===== src/rtl/muldiv_unit_pkg.sv =====
// muldiv_unit_pkg: shared types and helpers for the execute-stage
// multiply/divide engine.
//   md_op_t      - operation encoding presented on the request port
//   md_state_t   - engine FSM states
//   helpers      - op classification and divide iteration count
package muldiv_unit_pkg;

  typedef enum logic [3:0] {
    OP_MULT  = 4'd0,
    OP_MULTU = 4'd1,
    OP_MADD  = 4'd2,
    OP_MADDU = 4'd3,
    OP_MSUB  = 4'd4,
    OP_MSUBU = 4'd5,
    OP_DIV   = 4'd6,
    OP_DIVU  = 4'd7
  } md_op_t;

  typedef enum logic [2:0] {
    ST_IDLE = 3'd0,
    ST_MUL  = 3'd1,
    ST_DIV  = 3'd2,
    ST_FIX  = 3'd3,
    ST_DONE = 3'd4
  } md_state_t;

  // One quotient bit per iteration.
  function automatic int md_div_cycles(input int width);
    return width;
  endfunction

  function automatic logic md_is_signed(input md_op_t op);
    return (op == OP_MULT) || (op == OP_MADD) || (op == OP_MSUB) || (op == OP_DIV);
  endfunction

  function automatic logic md_is_div(input md_op_t op);
    return (op == OP_DIV) || (op == OP_DIVU);
  endfunction

  function automatic logic md_is_acc(input md_op_t op);
    return (op == OP_MADD) || (op == OP_MADDU) || (op == OP_MSUB) || (op == OP_MSUBU);
  endfunction

  function automatic logic md_is_sub(input md_op_t op);
    return (op == OP_MSUB) || (op == OP_MSUBU);
  endfunction

endpackage


===== src/rtl/muldiv_unit_div_iter.sv =====
// div_iter: restoring unsigned divider, one quotient bit per enabled cycle.
//   clk, resetn      - clock, async active-low reset
//   load             - start: take dividend/divisor and perform the first step
//   step             - perform one further iteration
//   dividend/divisor - unsigned magnitudes, sampled on load
//   quot, rem        - current quotient / partial remainder registers
// After load plus WIDTH-1 steps, quot/rem hold the final unsigned result.
module div_iter
  import muldiv_unit_pkg::*;
#(
  parameter int WIDTH = 32
) (
  input  logic             clk,
  input  logic             resetn,
  input  logic             load,
  input  logic             step,
  input  logic [WIDTH-1:0] dividend,
  input  logic [WIDTH-1:0] divisor,
  output logic [WIDTH-1:0] quot,
  output logic [WIDTH-1:0] rem
);

  logic [WIDTH-1:0] rem_q, rem_d;
  logic [WIDTH-1:0] quot_q, quot_d;
  logic [WIDTH-1:0] dsr_q, dsr_d;
  logic [WIDTH-1:0] src_rem, src_quot, dsr_use;
  logic [WIDTH:0]   trial, diff;

  always_comb begin
    // On load the iteration runs on the fresh operands so no cycle is lost.
    src_rem  = load ? '0       : rem_q;
    src_quot = load ? dividend : quot_q;
    dsr_use  = load ? divisor  : dsr_q;
    trial    = {src_rem, src_quot[WIDTH-1]};
    // rem < divisor keeps trial < 2*divisor, so diff[WIDTH] is a clean borrow.
    diff     = trial - {1'b0, dsr_use};
    rem_d    = rem_q;
    quot_d   = quot_q;
    dsr_d    = dsr_use;
    if (load || step) begin
      if (diff[WIDTH]) begin
        rem_d  = trial[WIDTH-1:0];
        quot_d = {src_quot[WIDTH-2:0], 1'b0};
      end else begin
        rem_d  = diff[WIDTH-1:0];
        quot_d = {src_quot[WIDTH-2:0], 1'b1};
      end
    end
  end

  always_ff @(posedge clk or negedge resetn) begin
    if (!resetn) begin
      rem_q  <= '0;
      quot_q <= '0;
      dsr_q  <= '0;
    end else begin
      rem_q  <= rem_d;
      quot_q <= quot_d;
      dsr_q  <= dsr_d;
    end
  end

  assign quot = quot_q;
  assign rem  = rem_q;

endmodule


===== src/rtl/muldiv_unit.sv =====
// muldiv_unit: shared multi-cycle multiply / multiply-accumulate / divide.
//   clk, resetn        - clock, async active-low reset
//   flush              - synchronous kill of any in-flight or held operation
//   in_valid/in_ready  - request handshake; op, src_a, src_b, acc_hi, acc_lo
//   out_valid/out_ready- result handshake; res_hi, res_lo
//   busy               - engine not idle
// Handshake: a transfer happens on a rising clk edge where valid and ready are
// both high. in_ready is high only in IDLE, and a request is not taken in a
// flush cycle. out_valid is high only in DONE; res_* then stay constant until
// out_ready is seen high. Divide results: hi = remainder, lo = quotient.
module muldiv_unit
  import muldiv_unit_pkg::*;
#(
  parameter int WIDTH   = 32,
  parameter int MUL_LAT = 2
) (
  input  logic             clk,
  input  logic             resetn,
  input  logic             flush,
  input  logic             in_valid,
  output logic             in_ready,
  input  md_op_t           op,
  input  logic [WIDTH-1:0] src_a,
  input  logic [WIDTH-1:0] src_b,
  input  logic [WIDTH-1:0] acc_hi,
  input  logic [WIDTH-1:0] acc_lo,
  output logic             out_valid,
  input  logic             out_ready,
  output logic [WIDTH-1:0] res_hi,
  output logic [WIDTH-1:0] res_lo,
  output logic             busy
);

  localparam int W2     = 2 * WIDTH;
  localparam int CNT_W  = $clog2(WIDTH);
  localparam int PIPE_N = (MUL_LAT > 1) ? MUL_LAT - 1 : 1;
  // The load cycle performs one iteration, so DIV runs the remaining ones.
  localparam logic [CNT_W-1:0] DIV_CNT_INIT = CNT_W'(md_div_cycles(WIDTH) - 2);
  localparam logic [CNT_W-1:0] MUL_CNT_INIT = CNT_W'((MUL_LAT > 1) ? MUL_LAT - 2 : 0);

  // Final multiply stage: sign fix then optional accumulate, modulo 2^(2W).
  function automatic logic [W2-1:0] mul_final(input logic [W2-1:0] prod,
                                               input logic          neg,
                                               input logic [W2-1:0] acc,
                                               input logic          is_acc,
                                               input logic          is_sub);
    logic [W2-1:0] sp;
    sp = neg ? (W2'(0) - prod) : prod;
    if (!is_acc) return sp;
    return is_sub ? (acc - sp) : (acc + sp);
  endfunction

  md_state_t        state_q, state_d;
  logic [CNT_W-1:0] cnt_q, cnt_d;
  logic [W2-1:0]    res_q, res_d;
  md_op_t           op_q, op_d;
  logic             sign_a_q, sign_a_d, sign_b_q, sign_b_d, dz_q, dz_d;
  logic [WIDTH-1:0] a_raw_q, a_raw_d;
  logic [W2-1:0]    acc_q, acc_d;
  logic [W2-1:0]    pipe_q [PIPE_N];
  logic [W2-1:0]    pipe_d [PIPE_N];

  logic             accept, sign_a_in, sign_b_in, is_div_in, div_zero_in;
  logic [WIDTH-1:0] mag_a_in, mag_b_in;
  logic [W2-1:0]    prod_in, mul_res_in, mul_res_lat, div_res;
  logic [WIDTH-1:0] div_quot, div_rem, quot_s, rem_s;

  assign accept      = in_valid & in_ready & ~flush;
  assign sign_a_in   = md_is_signed(op) & src_a[WIDTH-1];
  assign sign_b_in   = md_is_signed(op) & src_b[WIDTH-1];
  assign mag_a_in    = sign_a_in ? (WIDTH'(0) - src_a) : src_a;
  assign mag_b_in    = sign_b_in ? (WIDTH'(0) - src_b) : src_b;
  assign is_div_in   = md_is_div(op);
  assign div_zero_in = (src_b == '0);
  // Magnitude product; the register chain behind it is left for retiming.
  assign prod_in     = W2'(mag_a_in) * W2'(mag_b_in);

  // Used only when MUL_LAT == 1: the whole multiply completes on accept.
  assign mul_res_in  = mul_final(prod_in, sign_a_in ^ sign_b_in, {acc_hi, acc_lo},
                                 md_is_acc(op), md_is_sub(op));
  assign mul_res_lat = mul_final(pipe_q[PIPE_N-1], sign_a_q ^ sign_b_q, acc_q,
                                 md_is_acc(op_q), md_is_sub(op_q));

  div_iter #(.WIDTH(WIDTH)) u_div (
    .clk      (clk),
    .resetn   (resetn),
    .load     (accept & is_div_in),
    .step     (state_q == ST_DIV),
    .dividend (mag_a_in),
    .divisor  (mag_b_in),
    .quot     (div_quot),
    .rem      (div_rem)
  );

  // Quotient sign is a^b; remainder follows the dividend. INT_MIN / -1 falls
  // out naturally: magnitude 2^(W-1) negates back to itself.
  assign quot_s  = (sign_a_q ^ sign_b_q) ? (WIDTH'(0) - div_quot) : div_quot;
  assign rem_s   = sign_a_q ? (WIDTH'(0) - div_rem) : div_rem;
  assign div_res = dz_q ? {a_raw_q, {WIDTH{1'b1}}} : {rem_s, quot_s};

  // Operation context captured on accept.
  always_comb begin
    op_d     = op_q;
    sign_a_d = sign_a_q;
    sign_b_d = sign_b_q;
    dz_d     = dz_q;
    a_raw_d  = a_raw_q;
    acc_d    = acc_q;
    if (accept) begin
      op_d     = op;
      sign_a_d = sign_a_in;
      sign_b_d = sign_b_in;
      dz_d     = is_div_in & div_zero_in;
      a_raw_d  = src_a;
      acc_d    = {acc_hi, acc_lo};
    end
  end

  // Product pipeline: loaded on accept, advanced while in MUL.
  always_comb begin
    for (int i = 0; i < PIPE_N; i++) pipe_d[i] = pipe_q[i];
    if (accept) begin
      pipe_d[0] = prod_in;
    end else if (state_q == ST_MUL) begin
      for (int i = 1; i < PIPE_N; i++) pipe_d[i] = pipe_q[i-1];
    end
  end

  always_comb begin
    state_d = state_q;
    cnt_d   = cnt_q;
    res_d   = res_q;
    unique case (state_q)
      ST_IDLE: begin
        if (accept) begin
          if (is_div_in) begin
            if (div_zero_in) begin
              state_d = ST_FIX;
            end else begin
              state_d = ST_DIV;
              cnt_d   = DIV_CNT_INIT;
            end
          end else if (MUL_LAT == 1) begin
            state_d = ST_DONE;
            res_d   = mul_res_in;
          end else begin
            state_d = ST_MUL;
            cnt_d   = MUL_CNT_INIT;
          end
        end
      end
      ST_MUL: begin
        if (cnt_q == '0) begin
          state_d = ST_DONE;
          res_d   = mul_res_lat;
        end else begin
          cnt_d = cnt_q - 1'b1;
        end
      end
      ST_DIV: begin
        if (cnt_q == '0) state_d = ST_FIX;
        else             cnt_d   = cnt_q - 1'b1;
      end
      ST_FIX: begin
        state_d = ST_DONE;
        res_d   = div_res;
      end
      ST_DONE: begin
        if (out_ready) state_d = ST_IDLE;
      end
      default: state_d = ST_IDLE;
    endcase
    // Flush wins: no DONE entry, so the held result is not touched.
    if (flush) begin
      state_d = ST_IDLE;
      res_d   = res_q;
    end
  end

  always_ff @(posedge clk or negedge resetn) begin
    if (!resetn) begin
      state_q  <= ST_IDLE;
      cnt_q    <= '0;
      res_q    <= '0;
      op_q     <= OP_MULT;
      sign_a_q <= 1'b0;
      sign_b_q <= 1'b0;
      dz_q     <= 1'b0;
      a_raw_q  <= '0;
      acc_q    <= '0;
    end else begin
      state_q  <= state_d;
      cnt_q    <= cnt_d;
      res_q    <= res_d;
      op_q     <= op_d;
      sign_a_q <= sign_a_d;
      sign_b_q <= sign_b_d;
      dz_q     <= dz_d;
      a_raw_q  <= a_raw_d;
      acc_q    <= acc_d;
    end
  end

  always_ff @(posedge clk or negedge resetn) begin
    if (!resetn) begin
      for (int i = 0; i < PIPE_N; i++) pipe_q[i] <= '0;
    end else begin
      for (int i = 0; i < PIPE_N; i++) pipe_q[i] <= pipe_d[i];
    end
  end

  assign in_ready  = (state_q == ST_IDLE);
  assign out_valid = (state_q == ST_DONE);
  assign busy      = (state_q != ST_IDLE);
  assign res_hi    = res_q[W2-1:WIDTH];
  assign res_lo    = res_q[WIDTH-1:0];

endmodule


===== config.mk =====
export PLATFORM = sky130hd
export DESIGN_NAME = muldiv_unit
export DESIGN_NICKNAME = d
export VERILOG_FILES = /design/src/rtl/muldiv_unit_pkg.sv /design/src/rtl/muldiv_unit_div_iter.sv /design/src/rtl/muldiv_unit.sv
export SDC_FILE = /design/constraint.sdc
export NUM_CORES = 2
export LEC_CHECK = 0
export ABC_AREA = 1
export BUFFER_PORTS_ARGS = -buffer_cell sky130_fd_sc_hd__buf_2
export CAP_MARGIN = 20
export CELL_PAD_IN_SITES_DETAIL_PLACEMENT = 1
export CELL_PAD_IN_SITES_GLOBAL_PLACEMENT = 1
export CORE_MARGIN = 2
export CORE_UTILIZATION = 35
export CTS_BUF_LIST = sky130_fd_sc_hd__clkbuf_16
export CTS_CLUSTER_SIZE = 30
export DETAILED_ROUTE_END_ITERATION = 16
export PLACE_DENSITY = 0.73
export SLEW_MARGIN = 20
export SYNTH_ARGS = -nofsm -noshare
export SYNTH_HDL_FRONTEND = slang
export SYNTH_SLANG_ARGS = --single-unit

===== constraint.sdc =====
create_clock -name clk -period 4.1 [get_ports clk]
set_clock_uncertainty 0.1 [all_clocks]
set_input_delay 0.41 -clock clk [delete_from_list [all_inputs] [get_ports clk]]
set_output_delay 0.41 -clock clk [all_outputs]
set_load 0.01 [all_outputs]

Yosys cells after proc, flatten, opt, wreduce, memory -nomap -nowiden
Index checks and enable logic that the tools add are counted.
{ "word_totals": {"reg_bits": 335, "output_inout_bits": 67, "wordCells": 99, "in_bits": 137} }
{ "op_classes": {"n_mux": 28, "eq_ne": 20, "mul": 1, "add_sub_neg": 9, "n_bitwise": 8, "reduce_logical": 20} }
{ "ops": {"columns": ["operator", "count"], "rows": [
  ["64-bit two-way mux", 5],
  ["32-bit two-way mux", 8],
  ["64-bit one-hot mux with 2 select lines", 1],
  ["1-bit by 32-bit subtractor with 32-bit output (first input constant)", 4],
  ["64-bit adder", 1],
  ["32-bit by 32-bit multiplier with 64-bit output", 1],
  ["1-bit by 64-bit subtractor with 64-bit output (first input constant)", 1],
  ["64-bit subtractor", 1],
  ["33-bit by 32-bit subtractor with 33-bit output", 1],
  ["32-bit logical NOT", 1],
  ["4-bit by 3-bit == test with 1-bit output (second input constant)", 5],
  ["5-bit two-way mux", 4],
  ["3-bit two-way mux", 6],
  ["3-bit one-hot mux with 5 select lines", 1],
  ["4-bit by 2-bit == test with 1-bit output (second input constant)", 3],
  ["5-bit one-hot mux with 2 select lines", 1],
  ["1-bit logical OR", 9],
  ["3-bit by 2-bit != test with 1-bit output (second input constant)", 3],
  ["4-bit AND reduction", 2],
  ["1-bit bitwise AND", 6],
  ["3-bit by 2-bit == test with 1-bit output (second input constant)", 2],
  ["3-bit != test (second input constant)", 2],
  ["5-bit logical NOT", 1],
  ["5-bit by 1-bit subtractor with 5-bit output (second input constant)", 1],
  ["13 further kinds", 16]
]} }

Depth between registers and ports, before layout
{ "logic_depth": {"ltp_word": 9, "mapped_depth": 48, "depth_no_buf": 46} }

By module
From an unflattened synthesis, not the netlist that was laid out.
{ "hier_totals": {"hier_cells": 8745, "hier_area_um2": 62386.1} }
{ "by_module_without_submodules": {"columns": ["module", "instances", "cells_each", "seq_area_each_um2", "area_each_um2"], "rows": [
  ["muldiv_unit", 1, 7621, 5955.7, 55116.6],
  ["div_iter", 1, 1124, 2402.3, 7269.5]
]} }

Least setup slack after synthesis
OpenSTA, ideal clock, no wires.
{ "synth_timing": {"path_type": "input to register", "start": "input port src_a[0]", "end": "register pipe_q[43] (netlist name)", "cell_stages": 42, "n_path_buf": 3, "required_time_ns": 3.870, "arrival_ns": 8.776, "setup_slack_ns": -4.906, "setup_time_ns": 0.130, "path_cell_list": "buf_2 -> clkinv_1 -> clkbuf_1 -> ha_1 -> nand3_1 -> nor3_1 -> nand3_1 -> nor2_1 -> inv_1 -> nor2_1 -> inv_1 -> nand3_1 -> nand2_1 -> inv_1 -> clkbuf_1 -> nor2_1 -> fa_1 -> inv_1 -> (+6 left out) -> fa_1 -> inv_1 -> fa_1 -> fa_1 -> ha_1 -> a21oi_1 -> inv_1 -> a21oi_1 -> o21ai_0 -> nand2_1 -> nand2_1 -> a21oi_1 -> inv_1 -> a21oi_1 -> o21bai_1 -> or2_2 -> nand3_1 -> o21ai_0"} }
{ "synth_between": {"elab_chain_len": 3} }
{ "synth_lines": {"columns": ["item", "line_no", "rtl"], "rows": [
  ["start, declared", "muldiv_unit.sv:23", "input logic [WIDTH-1:0] src_a,"],
  ["1-bit by 32-bit subtractor with 32-bit output", "muldiv_unit.sv:71", "assign mag_a_in = sign_a_in ? (WIDTH'(0) - src_a) : src_a;"],
  ["32-bit two-way mux (*)", "muldiv_unit.sv:71", null],
  ["32-bit by 32-bit multiplier with 64-bit output (*)", "muldiv_unit.sv:76", "assign prod_in = W2'(mag_a_in) * W2'(mag_b_in);"],
  ["end, declared", "muldiv_unit.sv:60", "logic [W2-1:0] pipe_q [PIPE_N];"]
]} }
Mark *: on every way between the ends. The rest lies on a longest branch, timed or not.
A chain may end at the register's enable or synchronous reset.

Final worst setup path
{ "layout_timing": {"start": "input port src_b[0]", "end": "register pipe_q[55] (netlist name)"} }
{ "layout_between": {"elab_chain_len": 3} }
{ "layout_lines": {"columns": ["item", "line_no", "rtl"], "rows": [
  ["start, declared", "muldiv_unit.sv:24", "input logic [WIDTH-1:0] src_b,"],
  ["1-bit by 32-bit subtractor with 32-bit output", "muldiv_unit.sv:72", "assign mag_b_in = sign_b_in ? (WIDTH'(0) - src_b) : src_b;"],
  ["32-bit two-way mux (*)", "muldiv_unit.sv:72", null],
  ["32-bit by 32-bit multiplier with 64-bit output (*)", "muldiv_unit.sv:76", null]
]} }
Marks and branches as above.

==> flow_metrics.env <==
export IMPL_status="finished with violations"
export IMPL_violations="negative setup slack"
export IMPL_max_freq_mhz=116
export IMPL_ys_seq_area_share_pct=13.6
export IMPL_die_x_um=424
export IMPL_place_gp_congestion=0.997
export IMPL_synthCells=8542
export IMPL_post_route_min_period_ns=8.59
export IMPL_drv_cap=0
export IMPL_synth_top_area_share_pct=29.2
export IMPL_path_max_fanout=8
export IMPL_critPathSlowestCell="fa_2"
export IMPL_grt_ovfl_total=0
export IMPL_clk_path_buf_depth=3
export IMPL_via_per_inst=5.24
export IMPL_grt_max_degree=84
export IMPL_numPortBuffers=203
export IMPL_fin_crit_sh_pct=210
export IMPL_first_global_vias=74300
export IMPL_insertion_delay_ns=0.64
export IMPL_synth_common_cells="nand2_1 (1871), inv_1 (1654), nor2_1 (1121), fa_1 (898), o21ai_0 (476)"
export IMPL_synthTopCellsByArea="fa_1 (29%), dfrtp_1 (14%), nand2_1 (11%)"
export IMPL_critPathLaunchType="primary input"
export IMPL_core_rowCount=154
export IMPL_grt_setup_unrepaired="true"
export IMPL_ys_ff_latch=334
export IMPL_hp_class="in2reg"
export IMPL_synth_nets=9942
export IMPL_finalWorstSetupSlack_ns=-4.49
export IMPL_hpwl_um=261000
export IMPL_cp_arrival_ns=9.01
export IMPL_die_h_um=424
export IMPL_via_count=67900
export IMPL_antenna_found_initial=12
export IMPL_min_delay_start="src_a[18]"
export IMPL_avgSynthCellArea_um2=7.22
export IMPL_grt_usage_pct=34.6
export IMPL_reg2reg_slack_ns=-1.34
export IMPL_hold_viol_final=0
export IMPL_synth_most_common_cell="nand2_1"
export IMPL_synth_cell_type_count=71
export IMPL_required_ns=4.52
export IMPL_synth_top_cell_by_area="fa_1"
export IMPL_final_nets=12000
export IMPL_layout_drive_gt1_share_pct=31.6
export IMPL_async_reset_ff_share_pct=100
export IMPL_drc=0
export IMPL_area_delta_synth_final_pct=43.6
export IMPL_drv_slew=0
export IMPL_grt_first_pass_wirelength_um=466000
export IMPL_synthFlopType="dfrtp_1"
export IMPL_start_util_pct=35.1
export IMPL_tightestPinTransition_ns=0.900
export IMPL_core_area_mm2=0.176
export IMPL_crit_start="src_b[0]"
export IMPL_finalSetupViolCount=150
export IMPL_finalWirelength_um=324000
export IMPL_clkTransAtPathRegs_ns=0.07
export IMPL_drt_iter0_drc=4485
export IMPL_place_ws_ns=-5.44
export IMPL_root_buffer="clkbuf_16"
export IMPL_slew_headroom_pct=40.0
export IMPL_dieArea_mm2=0.179
export IMPL_cts_sinks=334
export IMPL_synth_warnings=0
export IMPL_max_stage_delay_ns=0.59
export IMPL_htree_levels=2
export IMPL_r2r_start="sign_a_q$_DFFE_PN0P_"
export IMPL_cts_buffers=42
export IMPL_firstDrtPassIters=7
export IMPL_criticalPathCategory="in2reg"
export IMPL_routedWlPerCell_um=24.9
export IMPL_io_pins=204
export IMPL_end_kind="register"
export IMPL_antenna_left=0
export IMPL_cts_tree="yes"
export IMPL_synth_edf_count=0
export IMPL_syn_area_mm2=0.0616
[worst max-delay path: cells and delay by family]
family          cells  cell delay [ns]
fa+ha+maj           9             4.45
buf+inv            10             1.17
simple gates       14             1.79
compound gates      7             1.15
[final cells by class]
| cell class | count | area (um2) |
|---|---|---|
| clock inverter | 35 | 417 |
| antenna | 3 | 7.51 |
| inverter | 1712 | 6560 |
| sequential | 334 | 8360 |
| tap | 2340 | 2930 |
| timing repair buffer | 2310 | 19200 |
| clock buffer | 42 | 1050 |
| fill | 21500 | 87100 |
| multi-input combinational | 6193 | 49900 |
[timing repair]
item,4_1_cts,5_1_grt
hold buffers,65,0
resized for setup,584,525
gates cloned,3,0
setup buffers,123,69
pin swaps,210,294
endpoints found under the setup margin,150,151
hold endpoints to repair,142,0
[layout by cell type, fill, tap and decap left out, types with 128 or more instances in the layout]
| master | synthesis | layout |
|---|---|---|
| buf_4 | 10 | 1790 |
| nand2_1 | 1871 | 1769 |
| inv_1 | 1654 | 1500 |
| nor2_1 | 1121 | 973 |
| fa_1 | 898 | 808 |
| o21ai_0 | 476 | 337 |
| dfrtp_1 | 334 | 332 |
| ha_1 | 365 | 299 |
| a21oi_1 | 328 | 256 |
| nand3_1 | 267 | 224 |
| buf_2 | 41 | 195 |
| inv_2 | 35 | 177 |
| buf_12 | 0 | 128 |
[per-layer routing]
layer	up-vias	global-route usage, %	wire (um)
met5	-	0	57
met4	8	21.9	27600
met3	965	4.04	18400
met2	2359	58.8	152000
met1	34400	41.6	125000
li1	30200	-	-
[registers in the layout, summed over array words and instances (netlist names)]
signal,count
res_q,64
acc_q,64
pipe_q,64
dz_q,1
cnt_q,5
state_q,3
a_raw_q,32
u_div.quot,32
u_div.dsr_q,32
u_div.rem,32
op_q,3
sign_a_q,1
sign_b_q,1
[per-stage QoR]
stage / hold slack, ns / setup TNS, ns / utilization [%] / cell area (um2) / std cells
5_1_grt: 0.122 / -343.39 / 50.4 / 88500 / 13000
6_report: 0.0966 / -302.53 / 50.4 / 88500 / 13000
3_3_place_gp: 0.357 / -361.89 / 46.0 / 80800 / 12600
2_1_floorplan: 0.0144 / -199.63 / - / 63000 / 8542
4_1_cts: 0.0689 / -296.50 / 49.1 / 86200 / 12900
3_5_place_dp: 0.368 / -376.82 / 46.0 / 80800 / 12600
[kinds of logic after synthesis]
kind of cell	synth area share, %
buf+inv	12.5
xor+xnor	2.93
compound gates	10.3
flops	13.6
fa+ha+maj	36.6
simple gates	24.1
[final timing paths]
kind / endpoint / cells past startpoint
max: pipe_q[55]$_DFFE_PN0P_ / 40
min: a_raw_q[18]$_DFFE_PN0P_ / 4
max reg2reg: res_q[51]$_DFFE_PN0P_ / 33
min reg2reg: res_q[0]$_DFFE_PN0P_ / 2
max in group asynchronous: pipe_q[6]$_DFFE_PN0P_ / 3
min in group asynchronous: cnt_q[0]$_DFFE_PN0P_ / 2
Power is not shown: default switching activity piles up to over one toggle a cycle in this logic, so the estimate is an artifact.
